==> src/rtl/switch_cfg_loader.sv <==
// rtl/switch_cfg_loader.sv - checksummed switch-matrix config frame loader
module switch_cfg_loader #(
   parameter int NWORDS = 18
) (
   input  logic                  clk,
   input  logic                  rst_n,
   input  logic                  start,
   input  logic                  cfg_valid,
   input  logic [5:0]            cfg_data,
   output logic                  cfg_ready,
   output logic [NWORDS*6-1:0]   cfg_bus,
   output logic                  busy,
   output logic                  done,
   output logic                  err
);

   localparam int CW = $clog2(NWORDS + 1);

   typedef enum logic [1:0] {IDLE, LOAD, CSUM, COMMIT} state_t;

   state_t          state;
   logic [CW-1:0]   cnt;
   logic [5:0]      acc;
   logic            rng;
   logic [5:0]      shadow [NWORDS];
   logic            xfer;
   logic            word_bad;
   logic [2:0]      side;
   logic [2:0]      idx;

   // Handshake: start wins over any offered word so an abort never half-consumes data
   always_comb begin
      cfg_ready = ((state == LOAD) || (state == CSUM)) && !start;
      busy      = (state != IDLE);
      xfer      = cfg_valid && cfg_ready;
   end

   // Range check for a data word: side 0 leaves the index unused
   always_comb begin
      side     = cfg_data[2:0];
      idx      = cfg_data[5:3];
      word_bad = 1'b0;
      if (side > 3'd4)
         word_bad = 1'b1;
      else if (((side == 3'd1) || (side == 3'd3)) && (idx > 3'd4))
         word_bad = 1'b1;
      else if (((side == 3'd2) || (side == 3'd4)) && (idx > 3'd3))
         word_bad = 1'b1;
   end

   // Frame FSM: shadow fills during LOAD, cfg_bus only updates at the close of COMMIT
   always_ff @(posedge clk or negedge rst_n) begin
      if (!rst_n) begin
         state   <= IDLE;
         cnt     <= '0;
         acc     <= '0;
         rng     <= 1'b0;
         err     <= 1'b0;
         done    <= 1'b0;
         cfg_bus <= '0;
         for (int i = 0; i < NWORDS; i++)
            shadow[i] <= '0;
      end else begin
         done <= 1'b0;
         case (state)
            IDLE: begin
               if (start) begin
                  state <= LOAD;
                  cnt   <= '0;
                  acc   <= '0;
                  rng   <= 1'b0;
                  err   <= 1'b0;
               end
            end
            LOAD: begin
               if (start) begin
                  cnt <= '0;
                  acc <= '0;
                  rng <= 1'b0;
                  err <= 1'b0;
               end else if (xfer) begin
                  shadow[cnt] <= cfg_data;
                  acc         <= acc ^ cfg_data;
                  rng         <= rng | word_bad;
                  cnt         <= cnt + CW'(1);
                  if (cnt == CW'(NWORDS - 1))
                     state <= CSUM;
               end
            end
            CSUM: begin
               if (start) begin
                  state <= LOAD;
                  cnt   <= '0;
                  acc   <= '0;
                  rng   <= 1'b0;
                  err   <= 1'b0;
               end else if (xfer) begin
                  if ((cfg_data == acc) && !rng) begin
                     state <= COMMIT;
                  end else begin
                     state <= IDLE;
                     err   <= 1'b1;
                  end
               end
            end
            COMMIT: begin
               for (int i = 0; i < NWORDS; i++)
                  cfg_bus[i*6 +: 6] <= shadow[i];
               done  <= 1'b1;
               state <= IDLE;
            end
            default: state <= IDLE;
         endcase
      end
   end

endmodule

==> config.mk <==
export PLATFORM = sky130hd
export DESIGN_NAME = switch_cfg_loader
export DESIGN_NICKNAME = d
export VERILOG_FILES = /design/src/rtl/switch_cfg_loader.sv
export SDC_FILE = /design/constraint.sdc
export NUM_CORES = 1
export LEC_CHECK = 0
export BUFFER_PORTS_ARGS = -buffer_cell sky130_fd_sc_hd__clkbuf_2
export CAP_MARGIN = 15
export CELL_PAD_IN_SITES_DETAIL_PLACEMENT = 0
export CELL_PAD_IN_SITES_GLOBAL_PLACEMENT = 2
export CORE_MARGIN = 3
export CORE_UTILIZATION = 44
export CTS_BUF_LIST = sky130_fd_sc_hd__clkbuf_16
export DETAILED_ROUTE_END_ITERATION = 10
export PLACE_DENSITY = 0.93
export SETUP_SLACK_MARGIN = 0.05
export SYNTH_ARGS = -nofsm -noshare
export SYNTH_HDL_FRONTEND = slang
export SYNTH_SLANG_ARGS = --single-unit
==> constraint.sdc <==
create_clock -name clk -period 3.3 [get_ports clk]
set_input_delay 0.825 -clock clk [delete_from_list [all_inputs] [get_ports clk]]
set_output_delay 0.825 -clock clk [all_outputs]
set_load 0.005 [all_outputs]
Word level (Yosys, flattened, before mapping) --
Index checks and enable logic that the tools add are counted.
Word-level totals: bits in registers 232, output and inout port bits 112, word-level logic and storage cells 105
Cells by class: add/sub/neg operators 1, order comparisons 5, equal/unequal tests 18, mux-type cells 31, bitwise gates (word level) 4, reductions and logical operators 21
Operators with widths (number):
- bitwise mux 108 bit | 1
- demux 6 bit (select 5 bit) | 1
- 2-to-1 mux 6 bit | 4
- 2-to-1 mux 5 bit | 3
- 2-to-1 mux 2 bit | 7
- one-hot mux 6 bit (2 select lines) | 1
- 2-to-1 mux 1 bit | 10
- one-hot mux 5 bit (2 select lines) | 1
- != test 3 bit (second input constant) | 3
- one-hot mux 2 bit (4 select lines) | 1
- equality test 3 x 2 -> 1 bit (second input constant) | 2
- equality test 6 bit | 1
- >= comparator 6 bit (second input constant) | 1
- > comparator 3 bit (second input constant) | 2
- logical AND 1 bit | 6
- < comparator 6 x 1 -> 1 bit (second input constant) | 1
- != test 2 x 1 -> 1 bit (second input constant) | 3
- != test 2 bit (second input constant) | 3
- NOT 5 -> 6 bit | 1
- AND reduction 3 bit | 2
- nonzero test 2 bit | 3
- XOR 6 bit | 1
- adder 5 x 1 -> 5 bit (second input constant) | 1
- equality test 5 bit (second input constant) | 1
- other kinds (14) | 20

Depth between registers and ports, before layout --
Gate-level depths: netlist of run 1.
depth after elaboration 10, mapped depth 8, mapped depth without buffers 7

Worst setup path after synthesis of run 1 --
No wires, ideal clock.
path type input to register, from input port start, to register shadow[84] (netlist bit), library setup time 125 ps, data arrival time 1976 ps, data required time 3175 ps, slack 1200 ps, stages on the path 5, path buffers 1, cells stage by stage buf_2 -> and2b_1 -> and4_1 -> nand2_1 -> mux2_2
Between the ends: longest elaborated chain between the ends 4, elaborated cells between the ends (all ways) 5, those cells by class bitwise: 1; reduce/logical: 4
RTL lines:
- from (decl) | RTL line 7 | input logic start,
- zero test 1 bit | RTL line 33 | cfg_ready = ((state == LOAD) || (state == CSUM)) && !start;
- logical AND 1 bit | RTL line 33
- net cfg_ready | RTL line 10 | output logic cfg_ready,
- logical AND 1 bit | RTL line 35 | xfer = cfg_valid && cfg_ready;
- AND reduction 3 bit (no source line)
- to (signal, indexed assignment) | RTL line 82 | shadow[cnt] <= cfg_data;
- to (decl) | RTL line 25 | logic [5:0] shadow [NWORDS];
The timed path passes the listed nets, and every way through them passes these cells. A chain may end at the register's enable or synchronous reset.

Final worst setup path of run 1 --
from register state[0], to output port cfg_ready
Between the ends: longest elaborated chain between the ends 3, elaborated cells between the ends (all ways) 4, those cells by class eq/ne: 2; reduce/logical: 2
RTL lines:
- from (decl) | RTL line 21 | state_t state;
- from (signal assigned) | RTL line 54 | state <= IDLE;
- from (signal assigned) | RTL line 68 | state <= LOAD;
- from (signal assigned) | RTL line 87 | state <= CSUM;
- equality test 2 x 1 -> 1 bit or equality test 2 bit (tied branches) | RTL line 33
- logical OR 1 bit (*) | RTL line 33
- logical AND 1 bit (*) | RTL line 33
- to (decl) | RTL line 10
Every way passes the cells marked *; elsewhere a longest branch is shown, timed or not.

==> impl_results.md, run 1 <==
* Die X at 151 um
* Placement Cell Area at between 10000 and 15000 um2
* # hold bufs at CTS at 0
* Unique masters post-synth at 40
* Clock share of power at about 35%
* CP Data Required Time at ~2.5 ns
* Critical path arrival at between 1.5 and 2 ns
* Sw Ratio at between 20% and 30%
* Core Rows at between 50 and 60
* Area growth from synthesis to layout at 18.3%
* GRT Util Overall at 17.5%
* Final setup violation count at 0
* Initial antenna violation count at 0
* CP delay by family, top: adder cells
* Commonest non-fill, non-tap cell in the layout: dfrtp_1
* Final slew viol count at 0
* Most frequent cells in the layout: 232 x dfrtp_1, 216 x mux2_2, 120 x clkbuf_2
* Status: finished clean
* CP max stage delay at 0.46 ns
* Post-synth ARST share at 100%
* DR DRC count at 0
* Crit path time final at between 2 and 3 ns
* Clock transition at the registers of the reported paths at around 0.050 ns
* Number of buffers created by CTS at 25
* Placer congestion estimate at ~0.74
* Sequential cell area at a little under 6000 um2
* Final #Nets at 755
* DRT antenna net count at 0
* Post-Place Worst Slack at ~0.92 ns
* Clk Latency, worst-skew pair at ~0.51 ns
* Final period util at 84.2%
* P_int at 5.25 mW
* DP HPWL at ~13000 um
* Final WL at about 20000 um
* Worst Reg-to-Reg Cells at 6
* Maximum capacitance violations at 0
* Syn. warnings at 0
* Vias per cell at about 5.2
* Max clock buf depth at 3
* Worst Max-Slew Pin Slew at 0.766 ns
* Slowest cell on crit path: ha_1
* Sequential share of the synthesized area at a little over three fifths
* # diodes at 0
* I/O pin cnt at 122
* Final Skew at roughly 0.010 ns
* CP Buf/Inv Count at 2
* Core ar. at 20400 um2
* GRT overflow at 0
* Commonest register cell after synthesis: dfrtp_1
* Peak Freq at 360 MHz
* PortBufs at about 120
* # fillers at approximately 1700
* Initial Utilization at between 40% and 50%
* Final Instance Area at 10900 um2
* First-pass GRT wire length at 31500 um
* Startpoint types: register
* Setup ws final at ~0.52 ns
* First-pass iteration count of the detailed router at 4
* Critical path class: register to primary output
* Worst IR Drop VDD at 0.393 mV
* Hold Path Class: input port to async pin
* Static leakage at approximately 5.7 nW
* Rel. slew slack at between 40% and 50%
* Dpl cells at 980
* CTS tree: done
* Hold Vio Cnt, Final at 0
* Syn_nets at between 600 and 700
* Multi-input logic area at roughly 3200 um2
* RSZ-0062 raised after global routing: no
* Pwr dens at around 660 nW/um2
* Setup TNS at 0 ns
* Height of the die at roughly 150 um
* Crit-path cells: inv_1, ha_1, and2b_1, clkbuf_2
* Die ar. at around 23000 um2
* Switch Pwr at between 1.5 and 2 mW
* Postcts setup bufs at 0
* Vias at approximately 5400
* Crit-path max FO at 5
* R2R Path End: shadow[44]
* H-tree levels at 1
* Non-Filler Instances at between 1000 and 1500
* Root buffer cell: clkbuf_16
* Number of global-route vias before repair at around 5700
* Flop-to-flop setup slack at about 0.95 ns
* CTS Sinks at roughly 230
* Synth Cell Area at between 9000 and 10000 um2
* Logic pwr share at 19.4%
* Routed length per placed instance at between 15 and 20 um
* Mapped Cells at just over 600
* Resized Gates After CTS at 0
* Mean Syn Cell Area at roughly 15 um2
* Number of synthesized flops with an enable pin at 0
* Seq pwr share at a little under half
* Worst R2R Start: state[0]
* Pin count of the biggest net entering global routing at 110
* Share of post-route cells with drive strength above 1 at roughly 53%
* Critical Path Sink Type: primary output
* Initial drt markers at 255
* Flops & latches, synth at 232
* WHS at between 0.3 and 0.4 ns
## cell usage after synthesis (2+ instances only)
cell type / instances / area, um2
nor4_4: 2 / 42.5
dfrtp_1: 232 / 5810
nand2b_1: 10 / 62.6
nor2_1: 13 / 48.8
clkbuf_1: 23 / 86.3
nand2_1: 18 / 67.6
o31ai_1: 2 / 15.0
nor3_1: 6 / 30.0
inv_1: 8 / 30.0
a21oi_1: 3 / 15.0
nor2_4: 3 / 33.8
o22a_1: 2 / 17.5
buf_2: 8 / 40.0
o21ai_0: 18 / 90.1
a2bb2oi_1: 2 / 17.5
mux2_2: 216 / 2430
nand3_1: 2 / 10.0
and2_1: 3 / 18.8
ha_1: 8 / 100
nor2_2: 6 / 37.5
nand3_4: 2 / 35.0
and4_1: 2 / 17.5
## flip-flops by register name, indices dropped and copies added, names as in the netlist
name / cells
acc: 6
cfg_bus: 108
cnt: 5
done: 1
err: 1
rng: 1
shadow: 108
state: 2
## power groups by stage
stage / Sequential, mW / Combinational (mW) / Clock, mW
2_1_floorplan: 3.33 / 0.953 / 0
3_3_place_gp: 3.37 / 1.37 / 0
3_5_place_dp: 3.39 / 1.42 / 0
4_1_cts: 3.33 / 1.42 / 2.55
5_1_grt: 3.37 / 1.54 / 2.68
6_report: 3.33 / 1.40 / 2.49
## how the worst max path moves through the flow
stage             start         end  slack (ns)  cells past startpoint
2_1_floorplan     start  shadow[84]        1.20                      5
3_3_place_gp      start  shadow[42]        0.95                      5
3_5_place_dp      start  shadow[45]        0.92                      5
4_1_cts        state[0]   cfg_ready        0.52                      4
5_1_grt        state[0]   cfg_ready        0.42                      4
6_report       state[0]   cfg_ready        0.52                      4
## cell families (layout without fill, tap and decap cells)
family,Yosys count,after routing,share of synthesized area [%]
DFF,232,232,63.2
muxes,217,217,26.6
and+or+nand+nor,77,77,5.21
buffers and inverters,39,183,1.70
AOI/OAI and AO/OA,33,33,2.16
adders and majority gates,8,8,1.09
xor gates and xnor gates,1,1,0.0953
## metal layers
| layer | GRT usage, % | share of wire (%) | vias to the layer above |
|---|---|---|---|
| met5 | 0 | 0 | - |
| met4 | 3.39 | 1.4 | 0 |
| met3 | 3.31 | 5.1 | 24 |
| met2 | 29.2 | 49 | 129 |
| met1 | 24.1 | 44 | 2796 |
| li1 | - | - | 2407 |
## per-stage QoR
step / utilization, % / power (mW)
floorplan: - / 4.28
global placement: 49.9 / 4.73
detailed placement: 49.9 / 4.80
CTS: 53.4 / 7.31
global route: 53.4 / 7.59
finish: 53.4 / 7.22
## layout make-up
cell class | instances | area share, %
Clock buffer | 25 | 5.75
Sequential cell | 232 | 53.4
Inverter | 8 | 0.276
Timing Repair Buffer | 134 | 6.79
Clock inverter | 16 | 0.909
Multi-Input combinational cell | 336 | 29.8
Tap cell | 270 | 3.11
No activity file was read; power rests on OpenSTA's default activity.
==> run 2: changes to the inputs <==
--- a/config.mk
+++ b/config.mk
@@ -10,10 +10,10 @@
 export CELL_PAD_IN_SITES_DETAIL_PLACEMENT = 0
 export CELL_PAD_IN_SITES_GLOBAL_PLACEMENT = 2
 export CORE_MARGIN = 3
-export CORE_UTILIZATION = 44
+export CORE_UTILIZATION = 37
 export CTS_BUF_LIST = sky130_fd_sc_hd__clkbuf_16
 export DETAILED_ROUTE_END_ITERATION = 10
-export PLACE_DENSITY = 0.93
+export PLACE_DENSITY = 0.85
 export SETUP_SLACK_MARGIN = 0.05
 export SYNTH_ARGS = -nofsm -noshare
 export SYNTH_HDL_FRONTEND = slang
==> constraint.sdc (replaced) <==
create_clock -name clk -period 2.4 [get_ports clk]
set_input_delay 0.6 -clock clk [delete_from_list [all_inputs] [get_ports clk]]
set_output_delay 0.6 -clock clk [all_outputs]
set_load 0.005 [all_outputs]
==> impl_results.md, run 2 (synthesized netlist as in run 1, its figures left out) <==
* Final setup violation count at 0 (unchanged)
* GRT overflow at 0 (unchanged)
* CTS tree: done
* PortBufs at 121 (unchanged)
* Critical path class: register to primary output
* I/O pin cnt at 122 (unchanged)
* Biggest regs: cfg_bus (108), shadow (108), acc (6)
* RSZ-0062 raised after global routing: no
* Number of buffers created by CTS at 25 (unchanged)
* Placer congestion estimate at 0.813 (+10%)
* Initial drt markers at 283 (+11%)
* Final WL at 19800 um (+0.53%)
* Die X at 164 um (+8.7%)
* Maximum capacitance violations at 0 (unchanged)
* Hold Path Class: input port to register
* DP HPWL at 13200 um (+0.56%)
* Commonest non-fill, non-tap cell in the layout: dfrtp_1
* First-pass iteration count of the detailed router at 4 (unchanged)
* Final #Nets at 768 (+1.7%)
* Routed length per placed instance at 18.1 um (-6.0%)
* Critical Path Sink Type: primary output
* Most frequent cells in the layout: 232 x dfrtp_1, 216 x mux2_2, 120 x clkbuf_2
* DRT antenna net count at 0 (unchanged)
* Max clock buf depth at 3 (unchanged)
* Final Skew at 0.0127 ns (+0.00231 ns)
* Hold Vio Cnt, Final at 0 (unchanged)
* Setup ws final at 0.119 ns (-0.404 ns)
* Vias at 5282 (-1.4%)
* Number of global-route vias before repair at 5535 (-2.8%)
* Core Rows at 57 (+9.6%)
* CTS Sinks at 232 (unchanged)
* Die ar. at 26800 um2 (+18%)
* Final period util at a little over nine tenths
* First-pass GRT wire length at 31900 um (+1.3%)
* Multi-input logic area at 3240 um2 (unchanged)
* Root buffer cell: clkbuf_16
* Startpoint types: register
* Clk Latency, worst-skew pair at 0.52 ns (about the same)
* Crit. Startpoint: state[0]
* Initial antenna violation count at 0 (unchanged)
* Setup TNS at 0 ns (unchanged)
* # diodes at 0 (unchanged)
* Utilization after layout at 45.5% (-7.9 points)
* Final slew viol count at 0 (unchanged)
* Sequential cell area at 5810 um2 (unchanged)
* Crit path time final at between 2 and 2.5 ns
* Post-Place Worst Slack at 0.241 ns (-0.682 ns)
* Worst R2R Start: state[0]
* Share of post-route cells with drive strength above 1 at 53.5% (+0.92 points)
* DR DRC count at 0 (unchanged)
* Pwr dens at 918 nW/um2 (+38%)
* Hold path start: cfg_data[4]
* Peak Freq at approximately 440 MHz
* Crit-path max FO at 5 (unchanged)
* Clock transition at the registers of the reported paths at 0.06 ns (about the same)
* Height of the die at 164 um (+8.7%)
* Critical path arrival at 1.68 ns (-0.27 ns)
* Initial Utilization at 37.7% (-7.5 points)
* Area growth from synthesis to layout at 20.8%
* Worst IR Drop VDD at 0.507 mV (+29%)
* Worst Max-Slew Pin Slew at 0.575 ns (-0.191 ns)
* Final Instance Area at 11100 um2 (+2.0%)
* Static leakage at 5.75 nW (+1.6%)
* # fillers at 2264 (+35%)
* Vias per cell at 4.84 (-7.8%)
* Rel. slew slack at 61.3% (+12 points)
* Power, Total at 10.2 mW (+41%)
* Core ar. at 24400 um2 (+20%)
* GRT Util Overall at 15.0% (-2.5 points)
* H-tree levels at 1 (unchanged)
* Pin count of the biggest net entering global routing at 75 (-32%)
* CP Data Required Time at 1.80 ns (-0.67 ns)
* Placement Cell Area at 10300 um2 (+1.5%)
* Status: finished clean
## run 2: cell count changes in the layout (fill, tap and decap cells not counted)
| cell | previous run | this run |
|---|---|---|
| clkinv_2 | 2 | 6 |
| inv_1 | 15 | 14 |
| dlygate4sd3_1 | 0 | 1 |
| clkinv_1 | 4 | 5 |
| inv_6 | 2 | 1 |
| buf_12 | 2 | 3 |
| bufinv_16 | 1 | 2 |
| buf_4 | 11 | 22 |
## run 2: final cells by class
cell class,instances,share of cell area [%]
clock buffers,25,5.64
clock inverters,20,1.26
inverters,8,0.271
multi-input cells,336,29.2
flip-flops and latches,232,52.3
well taps,324,3.65
repair buffers,147,7.67
## run 2: worst paths after layout
path                            slack [ns]          end  depth (start not counted)
worst max register to register        0.35   shadow[94]                          6
min in group asynchronous             0.59  cfg_bus[79]                          2
worst min-delay path                  0.47   shadow[28]                          2
worst max-delay path                  0.12    cfg_ready                          4
worst min register to register        0.50  cfg_bus[31]                          1
max in group asynchronous             1.07  shadow[100]                          3
## run 2: power by group
part / total, mW / internal [mW] / switching (mW) / leakage, nW
clock network: 3.58 / 2.10 / 1.48 / 0.404
logic: 2.04 / 0.994 / 1.05 / 2.14
registers: 4.57 / 4.32 / 0.244 / 3.21
## run 2: layer usage
| layer | share of wire (%) | vias up | GRT usage (%) |
|---|---|---|---|
| li1 | - | 2417 | - |
| met1 | 47 | 2721 | 21.4 |
| met4 | 2.0 | 0 | 4.00 |
| met5 | 0 | - | 0 |
| met2 | 47 | 116 | 23.7 |
| met3 | 4.9 | 28 | 2.82 |
## run 2: metrics by stage
step / hold WS (ns) / std cells
detailed placement: 0.489 / 1044
CTS: 0.452 / 1092
floorplan: 0.304 / 607
global route: 0.477 / 1092
finish: 0.474 / 1092
global placement: 0.484 / 1044
## run 2: critical path, stage by stage (launching register included)
cell and delay [ns]:
dfrtp_1 0.40, inv_1 0.15, ha_1 0.29, and2b_1 0.20, clkbuf_2 0.14
## run 2: repair_timing
item                       4_1_cts  5_1_grt
buffers inserted                 2        0
hold endpoints to repair        14        0
gates resized for setup          0        0
hold buffers                     1        0
setup endpoints to repair        1        0
